[src/rtl/serial_pkg.sv]
// Shared definitions for the single-wire serial link (transmitter and receiver).
package serial_pkg;

    // FSM state encoding, shared with the receiver side
    typedef enum logic [2:0] {
        IDLE   = 3'd0,
        START  = 3'd1,
        DATA   = 3'd2,
        PARITY = 3'd3,
        STOP   = 3'd4
    } state_t;

    // Line levels
    localparam logic LINE_IDLE = 1'b1;
    localparam logic START_BIT = 1'b0;

endpackage

[src/rtl/serial_bit_timer.sv]
// Bit-period timer: counts CLKS_PER_BIT cycles per serial bit and flags the
// last cycle of each bit with a one-cycle bit_done pulse.
module serial_bit_timer #(
    parameter int CLKS_PER_BIT = 4
) (
    input  logic clk,
    input  logic rst,
    input  logic clr,
    input  logic en,
    output logic bit_done
);

    localparam int TICK_W = $clog2(CLKS_PER_BIT);
    localparam logic [TICK_W-1:0] TICK_LAST = TICK_W'(CLKS_PER_BIT - 1);

    logic [TICK_W-1:0] tick_q;

    assign bit_done = en && (tick_q == TICK_LAST);

    // Tick counter: wraps to zero at every bit boundary, cleared when a word is accepted
    always_ff @(posedge clk or posedge rst) begin
        if (rst) begin
            tick_q <= '0;
        end else if (clr) begin
            tick_q <= '0;
        end else if (en) begin
            tick_q <= bit_done ? '0 : tick_q + TICK_W'(1);
        end
    end

endmodule

[src/rtl/serial_tx.sv]
// Parallel-to-serial transmitter with valid/ready input handshake.
// Frame: start bit (0), DATA_W data bits LSB first, optional even parity, stop bit (1).
// Define SERIAL_TX_PARITY_EN to include the even-parity bit.
module serial_tx
    import serial_pkg::*;
#(
    parameter int DATA_W       = 8,
    parameter int CLKS_PER_BIT = 4
) (
    input  logic              C,
    input  logic              R,
    input  logic [DATA_W-1:0] D_IN,
    input  logic              VALID,
    output logic              READY,
    output logic              TX,
    output logic              BUSY
);

    localparam int BIT_CNT_W = $clog2(DATA_W + 1);

    state_t                state_q, state_nx;
    logic [DATA_W-1:0]     shift_q, shift_nx;
    logic [BIT_CNT_W-1:0]  bit_cnt_q, bit_cnt_nx;
    logic                  tx_nx;
    logic                  accept;
    logic                  bit_done;
`ifdef SERIAL_TX_PARITY_EN
    logic                  par_q;
`endif

    assign accept = (state_q == IDLE) && VALID;

    serial_bit_timer #(
        .CLKS_PER_BIT(CLKS_PER_BIT)
    ) u_timer (
        .clk      (C),
        .rst      (R),
        .clr      (accept),
        .en       (state_q != IDLE),
        .bit_done (bit_done)
    );

    // State register
    always_ff @(posedge C or posedge R) begin
        if (R) begin
            state_q <= IDLE;
        end else begin
            state_q <= state_nx;
        end
    end

    // Next-state, datapath and next line level
    always_comb begin
        state_nx   = state_q;
        shift_nx   = shift_q;
        bit_cnt_nx = bit_cnt_q;
        tx_nx      = LINE_IDLE;
        case (state_q)
            IDLE: begin
                if (VALID) begin
                    state_nx   = START;
                    shift_nx   = D_IN;
                    bit_cnt_nx = '0;
                end
            end
            START: begin
                if (bit_done) state_nx = DATA;
            end
            DATA: begin
                if (bit_done) begin
                    shift_nx   = shift_q >> 1;
                    bit_cnt_nx = bit_cnt_q + BIT_CNT_W'(1);
                    if (bit_cnt_q == BIT_CNT_W'(DATA_W - 1)) begin
`ifdef SERIAL_TX_PARITY_EN
                        state_nx = PARITY;
`else
                        state_nx = STOP;
`endif
                    end
                end
            end
`ifdef SERIAL_TX_PARITY_EN
            PARITY: begin
                if (bit_done) state_nx = STOP;
            end
`endif
            STOP: begin
                if (bit_done) state_nx = IDLE;
            end
            // Unused encodings fall back to IDLE
            default: state_nx = IDLE;
        endcase

        // Line level is derived from where the FSM is going so TX can be registered
        case (state_nx)
            START:   tx_nx = START_BIT;
            DATA:    tx_nx = shift_nx[0];
`ifdef SERIAL_TX_PARITY_EN
            PARITY:  tx_nx = par_q;
`endif
            default: tx_nx = LINE_IDLE;
        endcase
    end

    // Shift register, bit counter and latched parity
    always_ff @(posedge C or posedge R) begin
        if (R) begin
            shift_q   <= '0;
            bit_cnt_q <= '0;
`ifdef SERIAL_TX_PARITY_EN
            par_q     <= 1'b0;
`endif
        end else begin
            shift_q   <= shift_nx;
            bit_cnt_q <= bit_cnt_nx;
`ifdef SERIAL_TX_PARITY_EN
            if (accept) par_q <= ^D_IN;
`endif
        end
    end

    // Registered outputs
    always_ff @(posedge C or posedge R) begin
        if (R) begin
            TX    <= LINE_IDLE;
            READY <= 1'b1;
            BUSY  <= 1'b0;
        end else begin
            TX    <= tx_nx;
            READY <= (state_nx == IDLE);
            BUSY  <= (state_nx != IDLE);
        end
    end

endmodule
[config.mk]
export PLATFORM = sky130hd
export DESIGN_NAME = serial_tx
export DESIGN_NICKNAME = d
export VERILOG_FILES = /design/src/rtl/serial_pkg.sv /design/src/rtl/serial_bit_timer.sv /design/src/rtl/serial_tx.sv
export SDC_FILE = /design/constraint.sdc
export NUM_CORES = 1
export LEC_CHECK = 0
export CELL_PAD_IN_SITES_DETAIL_PLACEMENT = 1
export CELL_PAD_IN_SITES_GLOBAL_PLACEMENT = 2
export CORE_ASPECT_RATIO = 0.75
export CORE_UTILIZATION = 36
export DETAILED_ROUTE_END_ITERATION = 6
export GPL_ROUTABILITY_DRIVEN = 0
export GPL_TIMING_DRIVEN = 0
export PLACE_DENSITY_LB_ADDON = 0.1
export SYNTH_ARGS = -nofsm -noshare
export SYNTH_HDL_FRONTEND = slang
export SYNTH_SLANG_ARGS = --single-unit
[constraint.sdc]
create_clock -name C -period 3.4 [get_ports C]
set_clock_uncertainty 0.2 [all_clocks]
set_input_delay 0.68 -clock C [delete_from_list [all_inputs] [get_ports C]]
set_output_delay 0.68 -clock C [all_outputs]
set_load 0.05 [all_outputs]
==> key figures, run 1 <==
Route
  – Drt pass-1 iters: 5
  – ANT nets after route: 0
  – Wire per inst: around 15 um
  – Remaining DRCs: 1
  – Routed vias/inst: between 5 and 6
  – Total Wirelength: 2195 um
  – Routed via count: slightly below 800
  – Drt initial violations: 35

Synthesis
  – Mapped cell area: just under 1000 um^2
  – Top-count cell post-synth: dfrtp_1
  – Synth warn: 0
  – Most used DFF post-synth: dfrtp_1
  – Synth top area share: a little under half
  – Seq/Total Area, Yosys: between 50% and 60%
  – Yosys top cell by area: dfrtp_1
  – Number of synthesized register bits: 20
  – Synth top area cells: dfrtp_1 (45%), o21ai_0 (6.0%), dfstp_2 (5.3%)
  – Async set or reset register ratio after synthesis: between 90% and 100%
  – Post-Synthesis Cells: just under 100
  – Avg Cell Area, Syn: around 10 um^2
  – Most frequent cells after synthesis: dfrtp_1 (18), o21ai_0 (12), nand2_1 (11)
  – Yosys cell types: 36
  – Post-synth EDFFs: 0
  – Mapped Nets: 110

Die
  – IO Pins: 14
  – Die Ht: between 40 and 50 um
  – Core Area: roughly 2600 um^2
  – Rows: 16
  – Die area: between 2000 and 3000 um^2
  – Starting density of the core: a little under two fifths
  – Die Width: 62.66 um

Run status
  – Outcome: complete, but fails checks
  – Failing checks: DRC

Pwr
  – Leak pwr: about 0.52 nW
  – Maximum vdd drop: roughly 0.00029 V
  – Pwr Density: ~830 nW/um^2

Global route
  – GRT Resource Usage Total: 16.40%
  – First-pass GRT wire length: 3581 um
  – Vias in the first global route: between 700 and 800
  – Initial antenna violation count: 0
  – Global route total overflow: 0
  – Largest net degree at the start of global routing: 21

Clocking
  – Root buffer cell: clkbuf_8
  – CTS tree: yes
  – # Post-CTS Setup Buffers: 0
  – Max H-tree Level: 1
  – Post-cts resize count: 0
  – Hold_buf cts: 0
  – Clock latency on the worst-skew pair: roughly 0.26 ns
  – Clock transition at path regs: approximately 0.08 ns
  – Max Buffers Root-to-Sink: 2
  – Total CTS buffers: 3
  – # clock sinks: 20

STA
  – Slew @ Worst Pin: between 0.7 and 0.8 ns
  – PnR worst setup slack: between 0.9 and 1 ns
  – Final hold viol count: 0
  – RSZ-0062 raised after global routing: no
  – Fin crit period: between 2 and 2.5 ns
  – TNS Setup: 0 ns
  – Period utilisation layout: a little under three quarters
  – Max-slew violation count: 0
  – Fmax: approximately 0.4 GHz
  – Slew headroom: between 40% and 50%
  – Setup Viol. Count Final: 0

Placed design
  – IO buf count: 13
  – Post-Place Worst Slack: roughly 0.87 ns
  – Final HPWL DP: ~1500 um

Final layout
  – Register Area: 503.0 um^2
  – Final #Nets: ~130
  – Share of cells above drive strength 1: 14.04%
  – Multi-input logic area: 445.4 um^2
  – Area Growth Syn to Fin: 23.17%
  – Fill cells: approximately 310
  – N_diodes: 0

Worst setup path
  – Startpoint Class: flip-flop
  – Buf/Inv on CP: 1
  – CP arrival: between 1.5 and 2 ns
  – Slowest stage delay, CP: a little under 0.8 ns
  – CP max stage cell: clkdlybuf4s50_1
  – Crit-path leading delay family: buffers and inverters
  – Worst Setup Path Type: reg2out
  – Crit-path cells: clkdlybuf4s50_1
  – CP endpoint kind: output port
  – CP required: between 2 and 3 ns
  – Worst-path maximum fanout: 1

Worst hold path
  – Worst hold path type: reg2reg

Run
  – MaxCap Viol Count: 0
-- path summary, 6_finish.rpt --
path	endpoint	cells after the start	start	slack (ns)
worst max-delay path	TX	1	TX	0.95
worst min-delay path	u_timer.tick_q[0]	1	u_timer.tick_q[0]	0.29
worst max register to register	TX	5	u_timer.tick_q[0]	1.31
worst min register to register	u_timer.tick_q[0]	1	u_timer.tick_q[0]	0.29
max in group asynchronous	bit_cnt_q[3]	2	R	1.84
min in group asynchronous	BUSY	2	R	0.67
-- report_power, final --
group | switching, mW | internal, mW | total [mW]
registers | 0.0524 | 0.342 | 0.394
logic | 0.266 | 0.175 | 0.440
clock network | 0.0769 | 0.103 | 0.180
total | 0.395 | 0.620 | 1.01
-- flip-flops by register name (all words and copies together), names as in the netlist --
name and cells:
TX 1, state_q 3, READY 1, u_timer.tick_q 2
BUSY 1, shift_q 8, bit_cnt_q 4
-- placed cells by master (no fill, tap or decap), types with 2 or more instances in the layout --
cell type | Yosys | layout
dfrtp_1 | 18 | 18
clkdlybuf4s50_1 | 0 | 13
o21ai_0 | 12 | 12
nand2_1 | 11 | 11
a22oi_1 | 6 | 6
nor2_1 | 4 | 4
clkbuf_8 | 0 | 4
inv_1 | 3 | 3
a21oi_1 | 3 | 3
nand2b_1 | 3 | 3
dfstp_2 | 2 | 2
or3_1 | 2 | 2
buf_2 | 2 | 2
or2_2 | 2 | 2
clkbuf_1 | 2 | 2
nand3b_1 | 2 | 2
or2b_1 | 2 | 2
o22ai_1 | 2 | 2
ha_1 | 2 | 2
-- area by class of cell --
| class | count | area share, % |
|---|---|---|
| plain buffers | 6 | 2.761 |
| clock buffers | 4 | 4.499 |
| inverters | 3 | 0.9202 |
| multi-input cells | 68 | 36.40 |
| flip-flops and latches | 20 | 41.10 |
| well taps | 36 | 3.681 |
| repair buffers | 13 | 10.63 |
-- routing by layer --
metal	global-route usage [%]	vias to the layer above	wire (um)
li1	-	382	-
met1	20.75	396	1073
met2	27.39	13	1037
met3	5.476	2	73
met4	5.581	0	11
met5	0	-	0
-- cell families (layout without fill, tap and decap cells) --
kind of cell	Yosys count	count (layout)	synth area share (%)
mux	1	1	1.008
flops	20	20	50.63
fa+ha+maj	2	2	2.518
buf+inv	9	26	4.534
compound gates	30	30	19.14
simple gates	35	35	22.16
-- stage by stage --
stage | hold slack [ns] | cell area (um^2) | util [%] | total power, mW | std cells
finish | 0.2948 | 1224 | 46.66 | 1.014 | 150
detailed placement | 0.2859 | 1169 | 44.56 | 0.8427 | 146
global placement | 0.2627 | 1169 | 44.56 | 0.8266 | 146
global route | 0.3203 | 1224 | 46.66 | 1.088 | 150
CTS | 0.3032 | 1224 | 46.66 | 1.026 | 150
floorplan | 0.2471 | 993.5 | - | 0.7113 | 97
No activity file was read; power rests on OpenSTA's default activity.
==> run 2: changes to the inputs <==
- CORE_UTILIZATION: 36 -> 30
- clock period: 3.4 -> 2.1 ns (I/O delays scaled with it)
==> run 2 against run 1 <==
Net effect: sequential power increased by 62%; combinational power rose by 63%; sequential share of layout area decreased by 0.62 points; highest routed layer unchanged; worst setup slack worse by 0.85 ns; cell count grew 2.7%; first-iteration DRC count grew 20%; clock-buffer cell count stayed put; global-route usage down 0.53 points; the run now ends clean.
==> key figures, run 2 (same netlist as run 1, synthesis figures left out) <==
Run status
  – Outcome: finished clean (was complete, but fails checks)

Die
  – Rows: 17 (was 16)
  – IO Pins: 14 (unchanged)
  – Starting density of the core: 32.66% (was 37.88%)
  – Die Ht: 51.84 um (was 47.50 um)
  – Core Area: 3042 um^2 (was 2623 um^2)
  – Die area: 3548 um^2 (was 2976 um^2)
  – Die Width: 68.45 um (was 62.66 um)

Pwr
  – Clk pwr share: 17.9% (was 17.7%)
  – Power share of the sequential group: 38.7% (was 38.9%)
  – Internal cell power: 1.009 mW (was 0.6196 mW)
  – Maximum vdd drop: 0.0003585 V (was 0.0002907 V)
  – Sw power: 0.6420 mW (was 0.3949 mW)
  – Sw Share: 38.89% (was 38.93%)
  – Pwr Density: 1329 nW/um^2 (was 829.0 nW/um^2)
  – Leak pwr: 0.5393 nW (was 0.5228 nW)
  – Design Power: 1.651 mW (was 1.014 mW)
  – Combinational fraction of design power: 43.4% (about the same)

STA
  – Slew headroom: 46.22% (was 45.14%)
  – Fmax: ~0.50 GHz
  – PnR worst setup slack: 0.1049 ns (was 0.9549 ns)
  – Fin crit period: around 2 ns
  – Hold WS: 0.2926 ns (was 0.2948 ns)
  – Final hold viol count: 0 (unchanged)
  – Period utilisation layout: between 90% and 100%
  – TNS Setup: 0 ns (unchanged)
  – Max-slew violation count: 0 (unchanged)
  – Setup Viol. Count Final: 0 (unchanged)
  – RSZ-0062 raised after global routing: no (unchanged)
  – Slew @ Worst Pin: 0.8058 ns (was 0.8000 ns)

Final layout
  – Most flops, register: shift_q (unchanged)
  – Area Growth Syn to Fin: 25.06% (was 23.17%)
  – Commonest non-fill, non-tap cells in the layout: dfrtp_1 (18), o21ai_0 (12), nand2_1 (11), clkdlybuf4s50_1 (11), a22oi_1 (6) (was dfrtp_1 (18), clkdlybuf4s50_1 (13), o21ai_0 (12))
  – Commonest non-fill, non-tap cell in the layout: dfrtp_1 (unchanged)
  – Post-route design area: 1242 um^2 (was 1224 um^2)
  – N_diodes: 0 (unchanged)
  – Fill cells: 357 (was 313)
  – Layout Cells excl Fill: 154 (was 150)
  – Final #Nets: 130 (was 128)
  – Biggest regs: shift_q: 8 flops, bit_cnt_q: 4 flops, state_q: 3 flops (unchanged)
  – Fin util: 40.85% (was 46.66%)
  – Share of cells above drive strength 1: 16.38% (was 14.04%)
  – Max reg flops: 8 (unchanged)

Clocking
  – Max H-tree Level: 1 (unchanged)
  – CTS tree: yes (unchanged)
  – Total CTS buffers: 3 (unchanged)
  – Clock transition at path regs: 0.08 ns (about the same)
  – # clock sinks: 20 (unchanged)
  – Hold_buf cts: 0 (unchanged)
  – Clock latency on the worst-skew pair: 0.26 ns (about the same)
  – Max Buffers Root-to-Sink: 2 (unchanged)
  – Root buffer cell: clkbuf_8 (unchanged)

Worst setup path
  – CP arrival: 1.38 ns (was 1.57 ns)
  – Reg2Reg Setup Slack: 0.21 ns (was 1.31 ns)
  – Startpoint Class: flip-flop (unchanged)
  – Reg2Reg Depth: 6 (was 5)
  – Crit-path cells: clkdlybuf4s50_1 (unchanged)
  – RR Startpoint: u_timer.tick_q[0] (unchanged)
  – Worst Setup Path Type: reg2out (unchanged)
  – FF-to-FF End: TX (unchanged)
  – Slowest stage delay, CP: 0.79 ns (about the same)
  – CP Capture Point: BUSY (was TX)
  – WP depth: 1 (unchanged)
  – Worst-path maximum fanout: 1 (unchanged)
  – Buf/Inv on CP: 1 (unchanged)
  – Crit-path leading delay family: buffers and inverters (unchanged)
  – CP max stage cell: clkdlybuf4s50_1 (unchanged)
  – CP required: 1.48 ns (was 2.52 ns)
  – CP endpoint kind: output port (unchanged)
  – Worst Setup SP: BUSY (was TX)

Global route
  – Initial antenna violation count: 0 (unchanged)
  – Vias in the first global route: 782 (was 747)
  – First-pass GRT wire length: 3912 um (was 3581 um)
  – GRT met3 Usage: 5.263% (was 5.476%)
  – Gr busiest metal: met2 (unchanged)
  – Largest net degree at the start of global routing: 21 (unchanged)
  – Global route total overflow: 0 (unchanged)
  – GRT Resource Usage Total: 15.88% (was 16.40%)
  – Routing usage on met2: 23.20% (was 27.39%)
  – Met1 Use GR: 21.74% (was 20.75%)

Placed design
  – Final HPWL DP: 1683 um (was 1527 um)
  – Post-Place Worst Slack: -0.2052 ns (was 0.8701 ns)
  – IO buf count: 13 (unchanged)
  – Area after DPL: 1171 um^2 (was 1169 um^2)
  – Post-Place Cells: 148 (was 146)

Route
  – Remaining DRCs: 0 (was 1)
  – Wire per inst: 15.36 um (was 14.63 um)
  – Drt pass-1 iters: 4 (was 5)
  – ANT nets after route: 0 (unchanged)
  – Routed via count: 785 (was 793)
  – Drt initial violations: 42 (was 35)
  – Total Wirelength: 2366 um (was 2195 um)
  – Routed vias/inst: 5.097 (was 5.287)

Worst hold path
  – Worst hold path type: reg2reg (unchanged)

Run
  – MaxCap Viol Count: 0 (unchanged)
[run 2: cell types whose count changed in the layout (fill, tap and decap cells not counted), sizes merged]
cell	previous run	this run
clkdlybuf4s50	13	11
dlygate4sd2	0	2
buf	3	5
[run 2: timing repair]
item / CTS / global route
pin swaps: 0 / 0
endpoints found under the setup margin: 2 / 9
buffers inserted: 0 / 2
gates resized for setup: 2 / 1
[run 2: power groups by stage]
stage | sequential [mW] | combinational (mW) | clock (mW)
after floorplan | 0.732 | 0.419 | 0
after global placement | 0.644 | 0.703 | 0
after detailed placement | 0.650 | 0.716 | 0
after CTS | 0.642 | 0.703 | 0.307
after global routing | 0.661 | 0.814 | 0.325
final | 0.638 | 0.717 | 0.295
[run 2: layer usage]
metal	wire, um	vias up
met4	19	0
li1	-	387
met2	1061	11
met3	99	2
met1	1186	385
met5	0	-
[run 2: worst min path at each step]
| stage | from | to | slack, ns | cells past startpoint |
|---|---|---|---|---|
| after floorplan | R | BUSY | 0.18 | 1 |
| after global placement | shift_q[0] | shift_q[0] | 0.26 | 2 |
| after detailed placement | shift_q[7] | shift_q[6] | 0.28 | 2 |
| after CTS | shift_q[7] | shift_q[6] | 0.30 | 2 |
| after global routing | shift_q[4] | shift_q[3] | 0.33 | 2 |
| final | shift_q[7] | shift_q[6] | 0.29 | 2 |
[run 2: area by class of cell]
type / count / area, um^2 / area share (%)
Clock buffer: 4 / 55.05 / 4.431
Inverter: 3 / 11.26 / 0.9063
Multi-Input combinational cell: 68 / 449.2 / 36.15
Timing Repair Buffer: 15 / 142.6 / 11.48
Tap cell: 38 / 47.55 / 3.827
Buffer: 6 / 33.78 / 2.719
Sequential cell: 20 / 503.0 / 40.48
==> run 3: changes to the inputs <==
--- a/config.mk
+++ b/config.mk
@@ -9,4 +9,5 @@
 export CELL_PAD_IN_SITES_GLOBAL_PLACEMENT = 2
 export CORE_ASPECT_RATIO = 0.75
+export CORE_MARGIN = 2
 export CORE_UTILIZATION = 30
 export DETAILED_ROUTE_END_ITERATION = 6
==> constraint.sdc (replaced) <==
create_clock -name C -period 2.1 [get_ports C]
set_clock_uncertainty 0.2 [all_clocks]
set_input_delay 0.42 -clock C [delete_from_list [all_inputs] [get_ports C]]
set_output_delay 0.42 -clock C [all_outputs]
set_load 0.01 [all_outputs]
==> run 3 against run 2 <==
Net effect: sequential power about the same; first-iteration DRC count down 62%; design area increased by 1.0%; cell count is 1.9% higher; largest power group unchanged; hold slack improved by 0.0062 ns; sequential share of layout area down 0.40 points; critical path depth unchanged; critical endpoint is now TX; combinational power decreased by 8.2%; register-to-register slack got worse by 0.02 ns; clock power increased by 2%; utilization fell by 1.9 points.
==> key figures, run 3 (same netlist as run 1, synthesis figures left out) <==
Worst hold path
  – Worst hold endpoint: u_timer.tick_q[0] (was shift_q[6])
  – Worst hold path type: reg2reg (unchanged)
  – Worst Hold Path Cells: 1 (was 2)
  – Worst Min Path Start: u_timer.tick_q[0] (was shift_q[7])

Clocking
  – Root buffer cell: clkbuf_8 (unchanged)
  – Max Buffers Root-to-Sink: 2 (unchanged)
  – Clock latency on the worst-skew pair: 0.26 ns (about the same)
  – Clock transition at path regs: 0.08 ns (about the same)
  – Max H-tree Level: 1 (unchanged)
  – CTS tree: yes (unchanged)
  – Hold_buf cts: 0 (unchanged)
  – # clock sinks: 20 (unchanged)
  – Total CTS buffers: 3 (unchanged)

Final layout
  – Fill cells: 381 (was 357)
  – Final #Nets: 131 (was 130)
  – Biggest regs: shift_q: 8 flops, bit_cnt_q: 4 flops, state_q: 3 flops (unchanged)
  – Commonest non-fill, non-tap cells in the layout: dfrtp_1 (18), clkdlybuf4s50_1 (13), o21ai_0 (12) (was dfrtp_1 (18), o21ai_0 (12), nand2_1 (11), clkdlybuf4s50_1 (11), a22oi_1 (6))
  – Share of cells above drive strength 1: 17.09% (was 16.38%)
  – Max reg flops: 8 (unchanged)
  – Area Growth Syn to Fin: 26.32% (was 25.06%)
  – Layout Cells excl Fill: 157 (was 154)
  – Post-route design area: 1255 um^2 (was 1242 um^2)
  – N_diodes: 0 (unchanged)
  – Most flops, register: shift_q (unchanged)
  – Commonest non-fill, non-tap cell in the layout: dfrtp_1 (unchanged)

Pwr
  – Maximum vdd drop: 0.0003779 V (was 0.0003585 V)
  – Leak pwr: 0.5406 nW (was 0.5393 nW)
  – Clk pwr share: 18.8% (was 17.9%)
  – Design Power: 1.599 mW (was 1.651 mW)
  – Pwr Density: 1275 nW/um^2 (was 1329 nW/um^2)
  – Internal cell power: 1.031 mW (was 1.009 mW)
  – Sw Share: 35.54% (was 38.89%)
  – Power share of the sequential group: 40.1% (was 38.7%)
  – Sw power: 0.5684 mW (was 0.6420 mW)
  – Combinational fraction of design power: 41.1% (was 43.4%)

Placed design
  – Final HPWL DP: 1629 um (was 1683 um)
  – Area after DPL: 1174 um^2 (was 1171 um^2)
  – Post-Place Cells: 150 (was 148)
  – IO buf count: 13 (unchanged)

Worst setup path
  – CP endpoint kind: output port (unchanged)
  – Buf/Inv on CP: 1 (unchanged)
  – Worst-path maximum fanout: 1 (unchanged)
  – CP max stage cell: dfstp_2 (was clkdlybuf4s50_1)
  – CP required: 1.48 ns (about the same)
  – Crit-path leading delay family: flip-flops (was buffers and inverters)
  – Reg2Reg Setup Slack: 0.19 ns (was 0.21 ns)
  – Startpoint Class: flip-flop (unchanged)
  – FF-to-FF End: TX (unchanged)
  – Worst Setup Path Type: reg2out (unchanged)
  – Crit-path cells: clkdlybuf4s50_1 (unchanged)
  – Slowest stage delay, CP: 0.52 ns (was 0.79 ns)
  – CP arrival: 1.30 ns (was 1.38 ns)
  – RR Startpoint: u_timer.tick_q[0] (unchanged)
  – Reg2Reg Depth: 6 (unchanged)

Global route
  – Initial antenna violation count: 0 (unchanged)
  – GRT Resource Usage Total: 13.91% (was 15.88%)
  – First-pass GRT wire length: 3953 um (was 3912 um)
  – Global route total overflow: 0 (unchanged)
  – Largest net degree at the start of global routing: 21 (unchanged)
  – Vias in the first global route: 770 (was 782)

Die
  – Die Ht: 53.84 um (was 51.84 um)
  – Starting density of the core: 30.85% (was 32.66%)
  – Rows: 18 (was 17)
  – Die Width: 70.45 um (was 68.45 um)
  – Die area: 3793 um^2 (was 3548 um^2)
  – IO Pins: 14 (unchanged)
  – Core Area: 3221 um^2 (was 3042 um^2)

STA
  – Fin crit period: 1.924 ns (was 1.995 ns)
  – Final hold viol count: 0 (unchanged)
  – Slew @ Worst Pin: 0.7868 ns (was 0.8058 ns)
  – Max-slew violation count: 0 (unchanged)
  – Fmax: 0.5198 GHz (was 0.5012 GHz)
  – Slew headroom: 47.49% (was 46.22%)
  – RSZ-0062 raised after global routing: no (unchanged)
  – Setup Viol. Count Final: 0 (unchanged)
  – Period utilisation layout: 91.60% (was 95.01%)

Route
  – Routed via count: 794 (was 785)
  – Drt initial violations: 16 (was 42)
  – Wire per inst: 14.85 um (was 15.36 um)
  – Total Wirelength: 2332 um (was 2366 um)
  – Drt pass-1 iters: 4 (unchanged)
  – Remaining DRCs: 0 (unchanged)
  – ANT nets after route: 0 (unchanged)
  – Routed vias/inst: 5.057 (was 5.097)

Run status
  – Outcome: finished clean (unchanged)

Run
  – MaxCap Viol Count: 0 (unchanged)
[run 3: cell count changes in the layout (fill, tap and decap cells not counted)]
cell,previous run,this run
dlygate4sd2_1,2,0
clkdlybuf4s50_1,11,13
buf_4,2,3
[run 3: worst max-delay path by stage]
| stage | startpoint | to | slack [ns] | depth (start not counted) |
|---|---|---|---|---|
| 5_1_grt | u_timer.tick_q[0] | TX | 0.02 | 6 |
| 4_1_cts | VALID | TX | 0.04 | 4 |
| 6_report | TX | TX | 0.18 | 1 |
| 3_5_place_dp | VALID | TX | -0.23 | 4 |
| 2_1_floorplan | u_timer.tick_q[0] | BUSY | 0.38 | 5 |
| 3_3_place_gp | VALID | TX | -0.17 | 4 |
[run 3: metal layers]
layer,global-route usage [%],share of wire (%),vias to the layer above
met3,4.869,4.5,0
met5,0,0,-
met2,21.86,42,12
li1,-,-,388
met1,18.76,53,394
met4,2.885,0,0
[run 3: cell type report]
type | instances | area, um^2 | share of cell area, %
flip-flops and latches | 20 | 503.0 | 40.08
clock buffers | 4 | 55.05 | 4.387
inverters | 3 | 11.26 | 0.8973
well taps | 40 | 50.05 | 3.988
repair buffers | 16 | 152.6 | 12.16
multi-input cells | 68 | 449.2 | 35.79
plain buffers | 6 | 33.78 | 2.692
[run 3: stage by stage]
| step | worst slack (ns) | hold WS, ns | setup TNS, ns | utilization [%] |
|---|---|---|---|---|
| 6_report | 0.1764 | 0.2988 | 0 | 38.97 |
| 5_1_grt | 0.01791 | 0.3241 | 0 | 38.97 |
| 4_1_cts | 0.04048 | 0.3007 | 0 | 38.15 |
| 3_5_place_dp | -0.2278 | 0.2821 | -0.8016 | 36.44 |
| 3_3_place_gp | -0.1737 | 0.2698 | -0.6502 | 36.44 |
| 2_1_floorplan | 0.3793 | 0.1823 | 0 | - |
[run 3: power groups by stage]
stage / registers, mW / clock network (mW) / logic, mW
after global placement: 0.644 / 0 / 0.614
after detailed placement: 0.649 / 0 / 0.631
final: 0.641 / 0.301 / 0.658
after CTS: 0.643 / 0.310 / 0.630
after global routing: 0.661 / 0.336 / 0.744
after floorplan: 0.642 / 0 / 0.419
[run 3: what timing repair did]
item,in CTS,in global routing
resized for setup,0,1
setup buffers,0,3
endpoints found under the setup margin,0,7
==> variant, RTL diff (flow settings as in run 3) <==
Re-encode `state_t` (5 states) as Gray code, 3 bits wide.
--- a/src/rtl/serial_pkg.sv
+++ b/src/rtl/serial_pkg.sv
@@ -4,9 +4,9 @@
     // FSM state encoding, shared with the receiver side
     typedef enum logic [2:0] {
-        IDLE   = 3'd0,
-        START  = 3'd1,
-        DATA   = 3'd2,
-        PARITY = 3'd3,
-        STOP   = 3'd4
+        IDLE   = 3'b000,
+        START  = 3'b001,
+        DATA   = 3'b011,
+        PARITY = 3'b010,
+        STOP   = 3'b110
     } state_t;
 
Formal check against the unedited RTL: same outputs for any inputs over 10 cycles, from zero or initial values; not proved beyond that.
==> variant against run 3 <==
  * Critical path depth increased by 4
  * Synthesized cell count fell by 21%
  * Setup slack worse by 0.033 ns
  * Non-clock buffer count shrank 7
  * Final area is 11% lower
  * Sequential cell count is the same
  * Cell count is 16% lower
  * Routed wire length is 23% lower
  * Power fell by 12%
  * Synthesized area is 11% lower
  * Combinational power down 29%
==> variant: results (changes against run 3) <==
setup_path:
  max_stage_delay_ns: 0.50  # -0.02 ns
  crit_arrival_ns: 1.94  # +0.64 ns
  r2r_slack_ns: 0.23  # +0.04 ns
  worstPathMaxFanout: 10  # +9
  crit_path_top_delay_cell: "clkdlybuf4s50_1"
  r2r_start: "u_timer.tick_q[0]$_DFFE_PP0P_"
  reg2regPathDepth: 6  # unchanged
  cp-startpoint: "VALID"
  r2r_end: "TX$_DFF_PP1_"
  cp_top_family: "buffers and inverters"
placed_design:
  dp_hpwl_mm: 1.23  # -25%
  portBuffers: 13  # unchanged
route:
  drtIter0Drc: 11  # -5
  vias_per_cell: 4.80  # -5.0%
  routed_wl_mm: 1.80  # -23%
  first_pass_iters: 3  # -1
hold_path:
  min-delay-start: "shift_q[0]$_DFF_PP0_"
  hold_end: "shift_q[0]$_DFF_PP0_"
grt:
  grt_max_degree: 21  # unchanged
  grt_pass1_wl_mm: 3.18  # -20%
  track_usage_pct: 12.8  # -1.1 points
  first_global_vias: 646  # -16%
layout:
  reg.largest.list: "shift_q: 8 flops, bit_cnt_q: 4 flops, state_q: 3 flops"
  drive_gt1_share_pct: 13.8  # -3.3 points
  stdcell_count: 132  # -16%
  final_nets: 108  # -18%
  num-fill-cells: 320  # -16%
run_status:
  status: "finished clean"
yosys:
  yosys-top-cells-area: "dfrtp_1, dfstp_2, nand2_1"
  ys_seq_area_share_pct: 57.0  # +6.4 points
  syn_nets: 90  # -18%
  yosys-top-cells-count: "dfrtp_1, nand2_1, a22oi_1, nor2_1, a22o_1"
  synth_cell_types: 30  # -17%
  syn-instance-count: 77  # -21%
sta:
  hold_slack_ns: 0.281  # -0.0181 ns
  finalSetupViolCount: 0  # unchanged
  relSlewSlack_pct: 48.5  # +1.0 points
clock_network:
  postCtsHoldBufs: 0  # unchanged
  clkLatencyLatePin_ns: 0.25
  clock_path_buffers: 2  # unchanged
  cts_htree_levels: 1  # unchanged
pwr:
  ir_drop_v: 0.000567  # +50%
  p_leak_uw: 0.000503  # -6.9%
variant: cell types whose count changed in the layout (fill, tap and decap cells not counted), sizes merged, moves of 2 or more:
cell    change
o21ai      -11
buf         -4
a22o        +3
clkbuf      -3
and4b       +2
nand2       +2
nand2b      -2
nand4       +2
nor2b       +2
o22ai       -2
or2b        -2
or3         -2
xor2        +2
variant: per-layer routing:
| layer | track usage (%) | wire length [um] |
|---|---|---|
| met5 | 0 | 0 |
| met4 | 2.04 | 0 |
| met3 | 4.63 | 62 |
| met2 | 21.2 | 796 |
| met1 | 16.3 | 944 |
variant: how the worst max path moves through the flow:
| stage | end | slack, ns | depth (start not counted) |
|---|---|---|---|
| after global routing | TX$_DFF_PP1_ | 0.04 | 5 |
| final | TX$_DFF_PP1_ | 0.14 | 5 |
| after detailed placement | TX$_DFF_PP1_ | -0.13 | 5 |
| after floorplan | TX$_DFF_PP1_ | 0.36 | 6 |
| after CTS | TX$_DFF_PP1_ | 0.13 | 5 |
| after global placement | TX$_DFF_PP1_ | -0.13 | 5 |
variant: kinds of logic (layout without fill, tap and decap cells):
logic type      after synthesis  count (layout)  synth area share, %
simple gates                 32              32                 20.7
flops                        20              20                 57.0
xor+xnor                      2               2                 1.99
fa+ha+maj                     2               2                 2.84
buf+inv                       4              21                 2.98
mux                           1               1                 1.28
compound gates               16              16                 13.2
variant: per-stage QoR:
| step | instance area, sq um | utilization, % | setup slack [ns] | total power [uW] | TNS, ns |
|---|---|---|---|---|---|
| detailed placement | 1060 | 36.9 | -0.133 | 1140 | -0.200 |
| global route | 1110 | 38.8 | 0.0382 | 1540 | 0 |
| finish | 1110 | 38.8 | 0.144 | 1410 | 0 |
| global placement | 1060 | 36.9 | -0.132 | 1120 | -0.218 |
| CTS | 1110 | 38.8 | 0.134 | 1440 | 0 |
| floorplan | 882 | - | 0.360 | 978 | 0 |
variant: power by group:
part           switching (uW)  leakage [uW]  internal [uW]  total, uW
registers                 111      0.000243            550        662
clock network             120     0.0000288            166        286
logic                     231      0.000231            233        464
variant: cell type report:
| class | count | area share, % |
|---|---|---|
| buffer | 2 | 1.68 |
| clock buffer | 4 | 4.94 |
| tap | 38 | 4.26 |
| inverter | 2 | 0.673 |
| timing repair buffer | 13 | 11.7 |
| sequential | 20 | 45.1 |
| multi-input combinational | 53 | 31.6 |
